[src/rtl/time_adjust_ctrl.sv]
// ---------------------------------------------------------------------------
// time_adjust_ctrl
//
// Sequencer and arbiter for a bank of five mod-N up/down counters
// (seconds, clock minutes, clock hours, alarm minutes, alarm hours).
// Turns the 1 Hz tick into carry-chained increments and routes the
// debounced up/down buttons to whichever counter the mode FSM selects.
//
// Optional feature: define AUTO_REPEAT_EN to enable button auto-repeat
// (first repeat after HOLD_CYCLES, then every REPEAT_CYCLES while held).
//
// Ports
//   clk        in   clock
//   reset      in   asynchronous, active-high reset
//   tick_1hz   in   one-cycle 1 Hz pulse (at least 4 cycles apart)
//   btn_mode   in   debounced mode button level
//   btn_up     in   debounced up button level
//   btn_down   in   debounced down button level
//   sec_count  in   current seconds value
//   min_count  in   current clock-minutes value
//   cnt_up     out  per-counter up enable   (0 sec, 1 clk min, 2 clk hr,
//                                             3 alm min, 4 alm hr)
//   cnt_down   out  per-counter down enable (same bit map)
//   cnt_load   out  per-counter load/clear  (same bit map)
//   mode       out  current state encoding
//   blink      out  display blink for the field being edited
// ---------------------------------------------------------------------------
module time_adjust_ctrl #(
   parameter int SEC_MOD       = 60,
   parameter int MIN_MOD       = 60,
   parameter int HR_MOD        = 24,
   parameter int TIMEOUT_TICKS = 30,
   parameter int HOLD_CYCLES   = 50000000,
   parameter int REPEAT_CYCLES = 25000000
) (
   input  logic       clk,
   input  logic       reset,
   input  logic       tick_1hz,
   input  logic       btn_mode,
   input  logic       btn_up,
   input  logic       btn_down,
   input  logic [5:0] sec_count,
   input  logic [5:0] min_count,
   output logic [4:0] cnt_up,
   output logic [4:0] cnt_down,
   output logic [4:0] cnt_load,
   output logic [2:0] mode,
   output logic       blink
);

   typedef enum logic [2:0] {
      RUN         = 3'd0,
      SET_CLK_HR  = 3'd1,
      SET_CLK_MIN = 3'd2,
      SET_ALM_HR  = 3'd3,
      SET_ALM_MIN = 3'd4
   } state_t;

   // Elaboration-time parameter sanity checks.
   if (TIMEOUT_TICKS < 1 || TIMEOUT_TICKS > 255) begin : g_bad_timeout
      $error("time_adjust_ctrl: TIMEOUT_TICKS must be 1..255");
   end
   if (HOLD_CYCLES < 2 || REPEAT_CYCLES < 1) begin : g_bad_repeat
      $error("time_adjust_ctrl: HOLD_CYCLES must be >= 2, REPEAT_CYCLES >= 1");
   end
   if (HR_MOD < 1 || HR_MOD > 64) begin : g_bad_hr
      $error("time_adjust_ctrl: HR_MOD out of range");
   end

   state_t     state, state_nxt;
   logic       mode_prev, up_prev, down_prev;
   logic       mode_edge, up_edge, down_edge, any_edge;
   logic [7:0] to_cnt, to_cnt_nxt;
   logic       blink_nxt;
   logic [4:0] up_nxt, down_nxt, load_nxt;
   logic       in_set, timekeep, bad_state;
   logic [4:0] sel_mask;
   logic       rpt_fire;   // auto-repeat pulse request this cycle
   logic       rpt_up;     // auto-repeat direction (1 = up)

   // Rising-edge detect on the debounced button levels.
   assign mode_edge = btn_mode & ~mode_prev;
   assign up_edge   = btn_up   & ~up_prev;
   assign down_edge = btn_down & ~down_prev;
   assign any_edge  = mode_edge | up_edge | down_edge;

   assign mode = state;

   // History resets to 1 so a button held through reset yields no edge.
   always_ff @(posedge clk or posedge reset) begin
      if (reset) begin
         mode_prev <= 1'b1;
         up_prev   <= 1'b1;
         down_prev <= 1'b1;
      end else begin
         // NOTE: sequential state uses non-blocking assignments so every
         // register samples pre-edge values regardless of statement order.
         mode_prev <= btn_mode;
         up_prev   <= btn_up;
         down_prev <= btn_down;
      end
   end

`ifdef AUTO_REPEAT_EN
   // Auto-repeat tracker: armed by an accepted single up/down edge while the
   // opposite button is released; counts hold time, then repeat period.
   logic        rpt_armed, rpt_phase;
   logic [31:0] rpt_cnt;
   logic        rpt_held, rpt_other;
   logic [31:0] rpt_target;

   assign rpt_held   = rpt_up ? btn_up   : btn_down;
   assign rpt_other  = rpt_up ? btn_down : btn_up;
   // rpt_cnt is 1 the cycle after the edge, so HOLD_CYCLES-1 puts the first
   // repeat pulse HOLD_CYCLES after the edge; later pulses REPEAT_CYCLES apart.
   assign rpt_target = rpt_phase ? 32'(REPEAT_CYCLES) : 32'(HOLD_CYCLES - 1);
   assign rpt_fire   = rpt_armed && in_set && !mode_edge && rpt_held &&
                       !rpt_other && (rpt_cnt == rpt_target);

   always_ff @(posedge clk or posedge reset) begin
      if (reset) begin
         rpt_armed <= 1'b0;
         rpt_phase <= 1'b0;
         rpt_up    <= 1'b0;
         rpt_cnt   <= '0;
      end else if (!in_set || mode_edge) begin
         rpt_armed <= 1'b0;
         rpt_phase <= 1'b0;
         rpt_cnt   <= '0;
      end else if ((up_edge ^ down_edge) && !(up_edge ? btn_down : btn_up)) begin
         rpt_armed <= 1'b1;
         rpt_phase <= 1'b0;
         rpt_up    <= up_edge;
         rpt_cnt   <= 32'd1;
      end else if (rpt_armed) begin
         if (!rpt_held || rpt_other) begin
            rpt_armed <= 1'b0;
            rpt_phase <= 1'b0;
            rpt_cnt   <= '0;
         end else if (rpt_fire) begin
            rpt_phase <= 1'b1;
            rpt_cnt   <= 32'd1;
         end else begin
            rpt_cnt   <= rpt_cnt + 32'd1;
         end
      end
   end
`else
   assign rpt_fire = 1'b0;
   assign rpt_up   = 1'b0;
`endif

   always_comb begin
      // NOTE: every always_comb output gets a default first so no path
      // leaves a signal unassigned, which would infer a latch.
      state_nxt  = state;
      to_cnt_nxt = to_cnt;
      blink_nxt  = blink;
      up_nxt     = '0;
      down_nxt   = '0;
      load_nxt   = '0;
      in_set     = 1'b0;
      timekeep   = 1'b0;
      bad_state  = 1'b0;
      sel_mask   = '0;

      case (state)
         RUN:         timekeep = 1'b1;
         SET_CLK_HR:  begin in_set = 1'b1; sel_mask = 5'b00100; end
         SET_CLK_MIN: begin in_set = 1'b1; sel_mask = 5'b00010; end
         SET_ALM_HR:  begin in_set = 1'b1; sel_mask = 5'b10000; timekeep = 1'b1; end
         SET_ALM_MIN: begin in_set = 1'b1; sel_mask = 5'b01000; timekeep = 1'b1; end
         default:     bad_state = 1'b1;
      endcase

      // Carry-chained timekeeping; counts are sampled in the tick cycle.
      if (timekeep && tick_1hz) begin
         up_nxt[0] = 1'b1;
         if (sec_count == 6'(SEC_MOD - 1)) begin
            up_nxt[1] = 1'b1;
            if (min_count == 6'(MIN_MOD - 1)) up_nxt[2] = 1'b1;
         end
      end

      // Button arbitration: mode wins; simultaneous up+down cancel out.
      if (in_set && !mode_edge && (up_edge ^ down_edge)) begin
         if (up_edge) up_nxt   = up_nxt   | sel_mask;
         else         down_nxt = down_nxt | sel_mask;
      end
      if (rpt_fire) begin
         if (rpt_up) up_nxt   = up_nxt   | sel_mask;
         else        down_nxt = down_nxt | sel_mask;
      end

      if (bad_state) begin
         state_nxt = RUN;
      end else if (mode_edge) begin
         case (state)
            RUN:         begin state_nxt = SET_CLK_HR; load_nxt[0] = 1'b1; end
            SET_CLK_HR:  state_nxt = SET_CLK_MIN;
            SET_CLK_MIN: state_nxt = SET_ALM_HR;
            SET_ALM_HR:  state_nxt = SET_ALM_MIN;
            default:     state_nxt = RUN;
         endcase
      end else if (in_set) begin
         if (any_edge || rpt_fire) begin
            to_cnt_nxt = '0;
         end else if (tick_1hz) begin
            // Timeout decided in the tick cycle so RUN appears alongside the
            // other tick-driven outputs, one cycle after the tick.
            if ({1'b0, to_cnt} + 9'd1 >= 9'(TIMEOUT_TICKS)) state_nxt = RUN;
            else                                             to_cnt_nxt = to_cnt + 8'd1;
         end
      end

      // Any state change restarts blink and the timeout; otherwise blink
      // toggles per tick while editing.
      if (state_nxt != state) begin
         blink_nxt  = 1'b0;
         to_cnt_nxt = '0;
      end else if (in_set && tick_1hz) begin
         blink_nxt  = ~blink;
      end
   end

   always_ff @(posedge clk or posedge reset) begin
      if (reset) begin
         state    <= RUN;
         to_cnt   <= '0;
         blink    <= 1'b0;
         cnt_up   <= '0;
         cnt_down <= '0;
         cnt_load <= '0;
      end else begin
         state    <= state_nxt;
         to_cnt   <= to_cnt_nxt;
         blink    <= blink_nxt;
         cnt_up   <= up_nxt;
         cnt_down <= down_nxt;
         cnt_load <= load_nxt;
      end
   end

endmodule

[config.mk]
export PLATFORM = sky130hd
export DESIGN_NAME = time_adjust_ctrl
export DESIGN_NICKNAME = d
export VERILOG_FILES = /design/src/rtl/time_adjust_ctrl.sv
export SDC_FILE = /design/constraint.sdc
export NUM_CORES = 1
export LEC_CHECK = 0
export ABC_AREA = 1
export BUFFER_PORTS_ARGS = -buffer_cell sky130_fd_sc_hd__buf_2
export CAP_MARGIN = 10
export CELL_PAD_IN_SITES_DETAIL_PLACEMENT = 1
export CELL_PAD_IN_SITES_GLOBAL_PLACEMENT = 1
export CORE_ASPECT_RATIO = 0.9
export CORE_MARGIN = 1
export CORE_UTILIZATION = 35
export CTS_BUF_LIST = sky130_fd_sc_hd__clkbuf_8
export CTS_CLUSTER_DIAMETER = 40
export DETAILED_ROUTE_END_ITERATION = 10
export PLACE_DENSITY_LB_ADDON = 0.1
export SETUP_SLACK_MARGIN = 0.2
export SLEW_MARGIN = 20
export SYNTH_ARGS = -nofsm -noshare
export SYNTH_HDL_FRONTEND = slang
export SYNTH_SLANG_ARGS = --single-unit
[constraint.sdc]
create_clock -name clk -period 1.95 [get_ports clk]
set_input_delay 0.195 -clock clk [delete_from_list [all_inputs] [get_ports clk]]
set_output_delay 0.195 -clock clk [all_outputs]
set_load 0.05 [all_outputs]
# After elaboration in Yosys (flattened, before gate mapping)
# Index checks and enable logic that the tools add are counted.
# word_totals
reg_bits	26
inputBits	18
wordCells	75
# classes
bitwise	11
n_mux	29
n_lt_le_gt_ge	1
addsub	2
reduce_logical	14
eq_ne	9
# op_table
cell	n
8-bit 2-to-1 mux	7
3-bit 2-to-1 mux	7
5-bit 2-to-1 mux	4
5-bit case mux with 4 select lines	1
6-bit == test, second input constant	2
3-bit case mux with 4 select lines	1
8-bit by 1-bit adder with 9-bit output, second input constant	1
9-bit by 5-bit >= comparator with 1-bit output, second input constant	1
8-bit by 1-bit adder with 8-bit output, second input constant	1
1-bit 2-to-1 mux	8
3-bit by 2-bit == test with 1-bit output, second input constant	2
2-bit nonzero test	3
3-bit by 5-bit bitwise OR with 5-bit output	1
5-bit AND reduction	1
5-bit OR reduction	1
1-bit logical AND	4
1-bit NOT	4
4-bit OR reduction	1
1-bit AND	3
3-bit by 1-bit == test with 1-bit output, second input constant	1
3-bit == test, second input constant	1
3-bit zero test	1
3-bit by 2-bit != test with 1-bit output, second input constant	1
3-bit != test	1
other kinds (7)	8

# Logic depth before layout (Yosys ltp)
# Gate-level depths: netlist of the first run.
# depth
ltp_word	11
depth_mapped	17
mapped_depth_nobuf	17

# Least setup slack after synthesis of the first run
# OpenSTA, ideal clock, no wires.
# synth_timing
kind	reg-to-reg
start	register state[0] (netlist: mode[0])
end	register to_cnt[3]
stages_incl_launch_ff	13
path_buffers	0
required_ns	1.826
arrival_time_ns	1.780
setup_slack_ns	0.046
period_less_slack_ns	1.904
path_cell_list	dfrtp_1 -> nor2_1 -> nand2_1 -> nand3_2 -> inv_2 -> nor2_2 -> nand3_2 -> nand2_1 -> nand2_2 -> nand2_2 -> nand2_2 -> nand3_4 -> nor3_2
# synth_via
elab_chain_len	9
word_cells_on_any_way	23
classes_between	eq/ne: 7; mux: 9; reduce/logical: 7
# synth_lines
element	line_no	source
from (decl)	70	state_t state, state_nxt;
from (signal assigned)	235	state <= state_nxt;
3-bit by 2-bit == test with 1-bit output (tied with other cells)	167, 198	
4-bit OR reduction (no source line) or 3-bit 2-to-1 mux (tied branches)	n/a	
1-bit 2-to-1 mux or 3-bit 2-to-1 mux (tied branches)	167, 206	
3-bit 2-to-1 mux	205	end else if (in_set) begin
3-bit 2-to-1 mux	197	end else if (mode_edge) begin
3-bit 2-to-1 mux	195	if (bad_state) begin
3-bit != test	218	if (state_nxt != state) begin
3-bit by 2-bit != test with 1-bit output (no source line) (tied with other cells)	n/a	
5-bit AND reduction (no source line)	n/a	
to (signal assigned)	236	to_cnt <= to_cnt_nxt;
to (decl)	73	logic [7:0] to_cnt, to_cnt_nxt;
# Several ways; a longest one is shown, not always the timed one.
# A chain may end at the register's enable or synchronous reset.

# Worst setup path in the final report of the first run
# layout_timing
start	register to_cnt[1]
end	register to_cnt[0]
# layout_via
elab_chain_len	11
word_cells_on_any_way	16
classes_between	add/sub: 1; order compare: 1; eq/ne: 3; mux: 7; reduce/logical: 4
# layout_lines
element	line_no	source
8-bit by 1-bit adder with 9-bit output (*)	211	if ({1'b0, to_cnt} + 9'd1 >= 9'(TIMEOUT_TICKS)) state_nxt = RUN;
9-bit by 5-bit >= comparator with 1-bit output (*)	211	
3-bit 2-to-1 mux	211	
3-bit 2-to-1 mux	208	end else if (tick_1hz) begin
3-bit 2-to-1 mux	206	if (any_edge || rpt_fire) begin
3-bit 2-to-1 mux	205	
3-bit 2-to-1 mux	197	
3-bit 2-to-1 mux	195	
3-bit != test	218	
3-bit by 2-bit != test with 1-bit output (no source line) (tied with other cells)	n/a	
5-bit AND reduction (no source line)	n/a	
# Every way passes the cells marked *; elsewhere a longest branch is shown, timed or not.

==> impl_results.md, run 1 <==
- Status: finished with violations
- Failing checks: setup timing
- Max Fclk: 495 MHz
- Synth warn: 0
- Worst setup EP type: register
- Post-DP HPWL: 2820 microns
- Antenna violation net count after detailed routing: 0
- Worst skew pair latency: 0.27 ns
- Total gr overflow: 0
- Final core utilization: 49.0%
- RSZ-0062 raised after global routing: yes
- Clock Sinks: 25
- Number of synthesized flops with an enable pin: 0
- Top-count cell post-synth: nand2_1
- Worst Skew: 0.00563 ns
- Final worst-path cycle share: 104%
- FF-to-FF Start: to_cnt[1]$_DFFE_PP0P_
- Core area: 4050 sq um
- TritonCTS Buffers: 3
- Final worst slack: -0.0684 ns
- Min Tclk post-route: 2.02 ns
- Layout area overhead: 34.5%
- Async SR Flop Fraction: 100%
- Antenna violations before repair: 0
- Largest net degree at the start of global routing: 15
- Final setup vio count: 9
- DR WL/cell: 14.3 microns
- Worst Path Arrival: 2.20 ns
- Post-Layout Cell Count: 283
- Critical path required time: 2.14 ns
- # fillers: 491
- R2r setup slk: -0.07 ns
- Flop and latch count out of synthesis: 25
- Final wirelength: 4050 microns
- Routability cong.: 0.883
- Sequential share of the synthesized area: 42.7%
- Worst Reg2Reg Path Length in Cells: 16
- IR drop worst, VDD: 0.908 mV
- Pre-CTS WS: -0.115 ns
- Largest cells by area after synthesis: dfrtp_1, nand2_1, inv_1, nor3_2, dfstp_2
- Crit path launch: to_cnt[1]$_DFFE_PP0P_
- Die height: 63.6 microns
- Hold path cells: 1
- Wire length of the first global-routing pass: 6450 microns
- H-Tree Level Count: 1
- CTS clk-pin slew, worst paths: 0.09 ns
- P_leak: 0.979 nW
- Most frequent cells after synthesis: nand2_1, inv_1, dfrtp_1
- Cells after Synth: 184
- Max Cap Violations: 0
- Cell Chain, Critical Path: inv_2 > ha_4 > nand2_2 > nand2_1 > nor2_1 > nand2_1 > nand2_1 > nor2_2 > nand2_2 > nand3_4 > nand2_2 > nand2_2 > nand2_2 > nand2_4 > nand2_8 > nor3_4
- Share of layout cells above drive strength 1: 43.4%
- Critical path's slowest cell: dfrtp_1
- Fin. max-slew vios: 0
- Initial Utilization: 36.4%
- PortBufs: 31
- Tightest Hold Check Type: primary input to register
- Yosys cell types: 26
- Ports: 37
- Critical path type: register to register
- Main synth FF type: dfrtp_1
- Placed cell area: 1730 sq um
- DR vias: 1,345
- Worst setup endpoint: to_cnt[0]$_DFFE_PP0P_
- Critical Path Source Type: register
- Largest area contributor in the netlist: dfrtp_1
- Largest stage delay, worst path: 0.43 ns
- Starting DRC count in detailed routing: 28
- Clock root buffer: clkbuf_8
- Clock tree buffer depth: 2
- Die Wd: 70.4 microns
- Die area: 4480 sq um
- Post-synth top area share: 37.4%
- GRT Util Overall: 18.6%
- CP dominant cell by count: nand2_2
- Worst Path Max Fanout: 5
- PwrDens: 1310 nW/um^2
- Hold Fails Final Rpt: 0
- Syn avg cell area: 8.01 sq um
- DRC: 0
- Finished Cell Area: 1980 sq um
- Hold slack: 0.0267 ns
- Worst R2R End: to_cnt[0]$_DFFE_PP0P_
- Final-stage net count: 256
- Post-Syn Area: 1470 sq um
- CTS tree: built
- Pre-antenna DRT Iters: 4
- Number of global-route vias before repair: 1,393
- Placed Cells: 268
- Diode count: 0
- Vias/cell: 4.75
- Cell Rows: 22
==> power by group <==
part           switching, mW  internal, mW
sequential             0.129         0.622
combinational           1.06         0.495
clock                  0.159         0.141
==> layer usage <==
| metal | global-route usage (%) | vias up | part of all wire [%] |
|---|---|---|---|
| li1 | - | 676 | - |
| met1 | 24.6 | 650 | 48 |
| met2 | 31.7 | 17 | 49 |
| met3 | 3.68 | 2 | 2.7 |
| met4 | 3.50 | 0 | 0.37 |
| met5 | 0 | - | 0 |
==> cell type report <==
| class | instances | area (sq um) | share of cell area (%) |
|---|---|---|---|
| timing repair buffer | 47 | 278 | 14.0 |
| multi-input combinational | 128 | 847 | 42.7 |
| clock inverter | 1 | 3.75 | 0.189 |
| sequential | 25 | 637 | 32.1 |
| clock buffer | 3 | 41.3 | 2.08 |
| tap | 48 | 60.1 | 3.03 |
| inverter | 31 | 116 | 5.87 |
==> state kept, by name, summed over array words and instances, names as in the netlist <==
register and cells:
to_cnt 8, cnt_up 5, cnt_down 4, up_prev 1, blink 1, cnt_load 1, mode 3, mode_prev 1
down_prev 1
==> per-stage QoR <==
stage / TNS [ns] / power, mW
after CTS: -0.0812 / 2.50
after detailed placement: -0.974 / 1.95
after floorplan: 0 / 1.67
final: -0.412 / 2.60
after global placement: -0.709 / 1.94
after global routing: -1.64 / 2.78
==> worst max-delay path: cells and delay by family, from the launching register on <==
kind,cells,cell delay (ns)
and+or+nand+nor,14,1.14
DFF,1,0.43
adders and majority gates,1,0.28
buffers and inverters,1,0.08
==> cell usage in the layout (no fill, tap or decap), types with 2 or more instances in the layout <==
cell	count
o21ai_0	5
buf_2	31
nand2_4	7
nor3_2	8
buf_4	15
inv_1	30
nand2_1	34
nand3_1	5
inv_2	2
o21bai_1	2
nor2_2	5
conb_1	5
nor3_1	6
xnor2_1	2
clkbuf_8	3
a21oi_1	4
dfstp_2	3
dfrtp_1	18
nand4_1	3
o31ai_2	2
nand3_4	4
nand3_2	2
nand2_2	10
nor2_1	15
dfrtp_2	3
==> worst min path at each step <==
stage	start	endpoint	slack, ns
after floorplan	btn_down	down_prev$_DFF_PP1_	0.20
after global placement	reset	to_cnt[2]$_DFFE_PP0P_	0.21
after detailed placement	reset	to_cnt[2]$_DFFE_PP0P_	0.21
after CTS	btn_mode	mode_prev$_DFF_PP1_	0.02
after global routing	btn_mode	mode_prev$_DFF_PP1_	0.006
final	btn_mode	mode_prev$_DFF_PP1_	0.03
==> logic make-up (layout without fill, tap and decap cells) <==
family | after synthesis | in the layout | share of synthesized area, %
xor+xnor | 2 | 2 | 1.19
buf+inv | 37 | 82 | 11.0
flops | 25 | 25 | 42.7
simple gates | 100 | 102 | 35.6
other cells | 1 | 5 | 0.254
compound gates | 17 | 17 | 7.64
fa+ha+maj | 2 | 2 | 1.70
==> what timing repair did <==
item	4_1_cts	5_1_grt
resized for setup	15	9
cloned	1	1
endpoints found under the hold margin	22	0
hold buffers	1	0
endpoints found under the setup margin	11	11
buffers inserted	6	2
pin swaps	8	10
No activity file was read; power rests on OpenSTA's default activity.
==> run 2, diff against run 1 <==
--- a/config.mk
+++ b/config.mk
@@ -11,13 +11,14 @@
 export CELL_PAD_IN_SITES_DETAIL_PLACEMENT = 1
 export CELL_PAD_IN_SITES_GLOBAL_PLACEMENT = 1
 export CORE_ASPECT_RATIO = 0.9
-export CORE_MARGIN = 1
+export CORE_MARGIN = 2
 export CORE_UTILIZATION = 35
 export CTS_BUF_LIST = sky130_fd_sc_hd__clkbuf_8
 export CTS_CLUSTER_DIAMETER = 40
 export DETAILED_ROUTE_END_ITERATION = 10
 export PLACE_DENSITY_LB_ADDON = 0.1
 export SETUP_SLACK_MARGIN = 0.2
+export SKIP_LAST_GASP = 1
 export SLEW_MARGIN = 20
 export SYNTH_ARGS = -nofsm -noshare
 export SYNTH_HDL_FRONTEND = slang
==> run 2 against run 1 <==
The run still ends with setup timing left; setup slack got worse by 0.017 ns; cell count is 0.35% higher; clock-buffer cell count unchanged; critical path type unchanged; via count is 0.97% higher; first-iteration DRC count rose by 21%; routed wire length is 8.1% higher; register-to-register slack got worse by 0.02 ns.
==> impl_results.md, run 2 (synthesis gave the netlist of run 1 again) <==
- Status: finished with violations (unchanged)
- Failing checks: setup timing (unchanged)
- P_leak: 0.995 nW (was 0.979 nW)
- Total gr overflow: 0 (unchanged)
- Min Tclk post-route: 2.04 ns (was 2.02 ns)
- Worst skew pair latency: 0.27 ns (about the same)
- Net Sw Power: 1.41 mW (was 1.35 mW)
- DRC: 0 (unchanged)
- Critical path's slowest cell: dfrtp_2 (was dfrtp_1)
- Final setup vio count: 9 (unchanged)
- DR vias: 1,358 (was 1,345)
- Int Pwr: 1.27 mW (was 1.26 mW)
- Pre-CTS WS: -0.155 ns (was -0.115 ns)
- Clock tree buffer depth: 2 (unchanged)
- WP buf/inv: 3 (was 1)
- Die area: 4750 sq um (was 4480 sq um)
- Flop pwr share: 28.6% (was 28.8%)
- Die height: 65.6 microns (was 63.6 microns)
- Commonest non-fill, non-tap cell in the layout: nand2_1 (unchanged)
- Critical path type: register to register (unchanged)
- Cell Chain, Critical Path: inv_2 > ha_4 > nand2_2 > nand2_1 > nor2_1 > nand2_1 > nand2_1 > nor2_2 > nand2_2 > nand2_2 > buf_4 > nand3_1 > o21ai_2 > inv_1 > nor3_2 (was inv_2 > ha_4 > nand2_2 > nand2_1 > nor2_1 > nand2_1 > nand2_1 > nor2_2 > nand2_2 > nand3_4 > nand2_2 > nand2_2 > nand2_2 > nand2_4 > nand2_8 > nor3_4)
- DR WL/cell: 15.4 microns (was 14.3 microns)
- H-Tree Level Count: 1 (unchanged)
- Top flop regs: to_cnt x8, cnt_up x5, cnt_down x4 (unchanged)
- Number of global-route vias before repair: 1,455 (was 1,393)
- Max reg flops: 8 (unchanged)
- Most flop-heavy register: to_cnt (unchanged)
- Clock Sinks: 25 (unchanged)
- Starting DRC count in detailed routing: 34 (was 28)
- Diode count: 0 (unchanged)
- Final core utilization: 49.8% (was 49.0%)
- Ports: 37 (unchanged)
- Clock root buffer: clkbuf_8 (unchanged)
- Worst Path Max Fanout: 4 (was 5)
- Fin. max-slew vios: 0 (unchanged)
- Max Fclk: 491 MHz (was 495 MHz)
- Worst Path Arrival: 2.23 ns (was 2.20 ns)
- Worst Skew: 0.00369 ns (was 0.00563 ns)
- CTS tree: built (unchanged)
- TritonCTS Buffers: 3 (unchanged)
- Wire length of the first global-routing pass: 7160 microns (was 6450 microns)
- Final-stage net count: 257 (was 256)
- PwrDens: 1320 nW/um^2 (was 1310 nW/um^2)
- Sw Share: 52.6% (was 51.7%)
- Final worst-path cycle share: 104% (about the same)
- Vias/cell: 4.78 (was 4.75)
- Pre-antenna DRT Iters: 4 (unchanged)
- Critical Path Source Type: register (unchanged)
- Placed Cells: 268 (unchanged)
- Final wirelength: 4370 microns (was 4050 microns)
- Core area: 4070 sq um (was 4050 sq um)
- Post-Layout Cell Count: 284 (was 283)
- Total power: 2.68 mW (was 2.60 mW)
- Antenna violation net count after detailed routing: 0 (unchanged)
- Worst setup EP type: register (unchanged)
- Share of layout cells above drive strength 1: 46.2% (was 43.4%)
- Critical path required time: 2.14 ns (about the same)
- Power share of the clock group: 11.9% (was 11.5%)
- Largest stage delay, worst path: 0.45 ns (was 0.43 ns)
- Layout area overhead: 37.5% (was 34.5%)
- Antenna violations before repair: 0 (unchanged)
- Hold Fails Final Rpt: 0 (unchanged)
- Routability cong.: 0.779 (was 0.883)
- RSZ-0062 raised after global routing: yes (unchanged)
- # fillers: 523 (was 491)
- Most frequent cells in the layout: nand2_1, buf_2, inv_1 (unchanged)
- PortBufs: 31 (unchanged)
- Post-DP HPWL: 2990 microns (was 2820 microns)
- Combinational Power Share: 59.4% (was 59.7%)
- Tightest Hold Check Type: primary input to register (unchanged)
- Hold slack: 0.0194 ns (was 0.0267 ns)
- IR drop worst, VDD: 0.866 mV (was 0.908 mV)
- Die Wd: 72.4 microns (was 70.4 microns)
- GRT Util Overall: 19.7% (was 18.6%)
- Final worst slack: -0.0855 ns (was -0.0684 ns)
- Max Cap Violations: 0 (unchanged)
- Cell Rows: 22 (unchanged)
- Initial Utilization: 36.2% (was 36.4%)
- Largest net degree at the start of global routing: 16 (was 15)
- CTS clk-pin slew, worst paths: 0.09 ns (about the same)
- CP top delay family: simple AND/OR/NAND/NOR gates (unchanged)
[run 2: cell count changes in the layout (fill, tap and decap cells not counted), sizes merged]
cell	change
inv	-1
clkinvlp	+1
buf	+1
[run 2: cell type report]
cell class | instances | area [sq um] | area share (%)
clock buffer | 3 | 41.3 | 2.04
inverter | 31 | 116 | 5.74
sequential | 25 | 638 | 31.5
multi-input combinational | 128 | 878 | 43.3
clock inverter | 1 | 7.51 | 0.370
tap | 48 | 60.1 | 2.96
timing repair buffer | 48 | 285 | 14.1
[run 2: routing by layer]
metal	vias to the layer above	part of all wire (%)	global-route usage, %
met5	-	0	0
met3	2	3.5	3.68
met4	0	0.30	1.39
met2	27	51	34.6
met1	654	46	26.2
li1	675	-	-
[run 2: power by group through the flow]
stage	Combinational (mW)	Clock [mW]	Sequential (mW)
6_report	1.59	0.320	0.767
5_1_grt	1.72	0.355	0.784
4_1_cts	1.48	0.327	0.761
3_5_place_dp	1.20	0	0.753
3_3_place_gp	1.17	0	0.750
2_1_floorplan	0.713	0	0.954
[run 2: path summary, 6_finish.rpt]
kind / depth (start not counted) / from / end / slack [ns]
worst max-delay path: 15 / to_cnt[1]$_DFFE_PP0P_ / to_cnt[0]$_DFFE_PP0P_ / -0.09
worst min-delay path: 1 / btn_up / up_prev$_DFF_PP1_ / 0.02
worst max register to register: 15 / to_cnt[1]$_DFFE_PP0P_ / to_cnt[0]$_DFFE_PP0P_ / -0.09
worst min register to register: 2 / to_cnt[7]$_DFFE_PP0P_ / to_cnt[7]$_DFFE_PP0P_ / 0.55
max in group asynchronous: 5 / reset / cnt_up[2]$_DFF_PP0_ / 0.84
min in group asynchronous: 3 / reset / to_cnt[2]$_DFFE_PP0P_ / 0.46
[run 2: metrics by stage]
stage,area (sq um),TNS [ns]
floorplan,1510,0
global route,2030,-2.05
global placement,1730,-0.711
CTS,1970,-0.360
finish,2030,-0.519
detailed placement,1730,-1.24
[run 2: timing repair]
item,CTS,global route
hold buffers,1,0
setup buffers,4,5
pin swaps,14,4
gates resized for setup,27,5
gates cloned,2,0
hold endpoints to repair,10,0
endpoints found under the setup margin,11,11
==> run 3, diff against run 2 <==
==> constraint.sdc (replaced) <==
create_clock -name clk -period 1.95 [get_ports clk]
set_input_delay 0.0975 -clock clk [delete_from_list [all_inputs] [get_ports clk]]
set_output_delay 0.0975 -clock clk [all_outputs]
set_load 0.05 [all_outputs]
==> run 3 against run 2 <==
Flip-flop and latch count stayed put; routed wire length is 5.6% lower; non-clock buffer count is 2 lower; largest power group unchanged; the flow still finishes with violations (setup timing); first-iteration DRC count is 100% higher; register-to-register slack better by 0.03 ns; critical path depth stayed put; combinational power is 3% lower; fmax is 1.6% higher; highest routed layer unchanged; worst hold slack better by 0.10 ns; total power is 1.6% lower.
==> impl_results.md, run 3 (synthesis gave the netlist of run 1 again) <==
- Status: finished with violations (unchanged)
- Failing checks: setup timing (unchanged)
- Worst setup EP type: register (unchanged)
- Die area: 4750 sq um (unchanged)
- Worst skew pair latency: 0.28 ns (was 0.27 ns)
- Hold Fails Final Rpt: 0 (unchanged)
- Wire length of the first global-routing pass: 6670 microns (was 7160 microns)
- Die height: 65.6 microns (unchanged)
- PwrDens: 1310 nW/um^2 (was 1320 nW/um^2)
- WP buf/inv: 0 (was 3)
- Total power: 2.64 mW (was 2.68 mW)
- DRC: 0 (unchanged)
- Final setup vio count: 9 (unchanged)
- Tightest Hold Check Type: primary input to register (unchanged)
- Min Tclk post-route: 2.00 ns (was 2.04 ns)
- Routability cong.: 0.777 (was 0.779)
- Max Fclk: 499 MHz (was 491 MHz)
- Setup TNS: -0.318 ns (was -0.519 ns)
- Largest stage delay, worst path: 0.48 ns (was 0.45 ns)
- P_leak: 0.982 nW (was 0.995 nW)
- TritonCTS Buffers: 3 (unchanged)
- Diode count: 0 (unchanged)
- Antenna violations before repair: 0 (unchanged)
- Number of global-route vias before repair: 1,429 (was 1,455)
- Top flop regs: to_cnt x8, cnt_up x5, cnt_down x4 (unchanged)
- # fillers: 503 (was 523)
- CTS clk-pin slew, worst paths: 0.09 ns (about the same)
- DR vias: 1,363 (was 1,358)
- Critical path type: register to register (unchanged)
- RSZ-0062 raised after global routing: yes (unchanged)
- Clock Sinks: 25 (unchanged)
- Max reg flops: 8 (unchanged)
- H-Tree Level Count: 1 (unchanged)
- CP dominant cell by count: nand2_2
- Worst Skew: 0.00594 ns (was 0.00369 ns)
- Critical Path Source Type: register (unchanged)
- Register area: 638 sq um (unchanged)
- Total gr overflow: 0 (unchanged)
- Critical path's slowest cell: dfrtp_2 (unchanged)
- Worst Path Arrival: 2.20 ns (was 2.23 ns)
- Critical path required time: 2.15 ns (was 2.14 ns)
- Share of layout cells above drive strength 1: 44.0% (was 46.2%)
- Vias/cell: 4.83 (was 4.78)
- Clock root buffer: clkbuf_8 (unchanged)
- Ports: 37 (unchanged)
- GRT Util Overall: 18.1% (was 19.7%)
- Cell Rows: 22 (unchanged)
- Initial Utilization: 36.2% (unchanged)
- Pre-CTS WS: -0.126 ns (was -0.155 ns)
- CTS tree: built (unchanged)
- Layout area overhead: 36.3% (was 37.5%)
- Final worst slack: -0.0537 ns (was -0.0855 ns)
- Worst Path Max Fanout: 6 (was 4)
- Hold slack: 0.121 ns (was 0.0194 ns)
- Antenna violation net count after detailed routing: 0 (unchanged)
- Most frequent cells in the layout: nand2_1, buf_2, inv_1 (unchanged)
- Max Cap Violations: 0 (unchanged)
- Die Wd: 72.4 microns (unchanged)
- Starting DRC count in detailed routing: 69 (was 34)
- Clock tree buffer depth: 2 (unchanged)
- DR WL/cell: 14.6 microns (was 15.4 microns)
- Most flop-heavy register: to_cnt (unchanged)
- Post-DP HPWL: 2850 microns (was 2990 microns)
- FF-to-FF Start: to_cnt[0]$_DFFE_PP0P_ (was to_cnt[1]$_DFFE_PP0P_)
- Worst Hold Launch: min_count[1] (was btn_up)
- Core area: 4070 sq um (unchanged)
- Placed Cells: 267 (was 268)
- Final worst-path cycle share: 103% (was 104%)
- Multi-input gate area in the final layout: 868 sq um (was 878 sq um)
- IR drop worst, VDD: 0.765 mV (was 0.866 mV)
- Commonest non-fill, non-tap cell in the layout: nand2_1 (unchanged)
- Largest net degree at the start of global routing: 16 (unchanged)
- Post-Layout Cell Count: 282 (was 284)
- Pre-antenna DRT Iters: 4 (unchanged)
- Final-stage net count: 255 (was 257)
- CP top delay family: simple AND/OR/NAND/NOR gates (unchanged)
- Cell Chain, Critical Path: ha_4 > nand2_2 > nand2_1 > nor2_1 > nand2_1 > nand2_1 > nor2_2 > nand2_2 > nand3_4 > nand2_2 > nand2_2 > nand2_4 > nand2_4 > nand2_8 > nor3_2 (was inv_2 > ha_4 > nand2_2 > nand2_1 > nor2_1 > nand2_1 > nand2_1 > nor2_2 > nand2_2 > nand2_2 > buf_4 > nand3_1 > o21ai_2 > inv_1 > nor3_2)
- Final wirelength: 4130 microns (was 4370 microns)
- Crit path launch: to_cnt[0]$_DFFE_PP0P_ (was to_cnt[1]$_DFFE_PP0P_)
- PortBufs: 31 (unchanged)
- Fin. max-slew vios: 0 (unchanged)
-- run 3: what timing repair did --
item | in CTS | in global routing
pin swaps | 10 | 8
buffers inserted | 3 | 2
setup endpoints to repair | 11 | 13
cloned | 1 | 1
hold buffers | 4 | 0
gates resized for setup | 20 | 11
endpoints found under the hold margin | 13 | 0
-- run 3: worst paths after layout --
path	endpoint	slack [ns]	depth (start not counted)
setup reg to reg	to_cnt[7]$_DFFE_PP0P_	-0.05	15
setup / recovery	to_cnt[7]$_DFFE_PP0P_	-0.05	15
min in group asynchronous	to_cnt[2]$_DFFE_PP0P_	0.36	3
max in group asynchronous	down_prev$_DFF_PP1_	0.96	4
hold / removal	cnt_up[2]$_DFF_PP0_	0.12	3
hold reg to reg	to_cnt[7]$_DFFE_PP0P_	0.55	2
-- run 3: metal layers --
metal	track usage (%)	vias to the layer above	share of wire (%)
met5	0	-	0
met4	3.47	0	0.70
met3	3.99	4	4.9
met2	30.0	31	47
met1	24.4	649	47
li1	-	679	-
-- run 3: power by group --
group,internal [mW],switching (mW),leakage [nW],total [mW]
Sequential,0.622,0.145,0.325,0.767
Clock,0.145,0.175,0.0217,0.320
Combinational,0.476,1.07,0.635,1.55
-- run 3: per-stage QoR --
stage	area, sq um	utilization (%)
5_1_grt	2010	49.3
2_1_floorplan	1510	-
4_1_cts	1950	47.8
3_3_place_gp	1730	42.4
6_report	2010	49.3
3_5_place_dp	1730	42.4
-- run 3: tightest hold or removal path, stage by stage --
cell	delay, ns
buf_2	0.10
nand3_1	0.08
o32ai_1	0.08
-- run 3: area by class of cell --
class,instances,share of cell area (%)
clock buffers,3,2.05
clock inverters,1,0.374
inverters,31,5.79
multi-input cells,128,43.2
flip-flops and latches,25,31.8
well taps,48,2.99
repair buffers,46,13.8
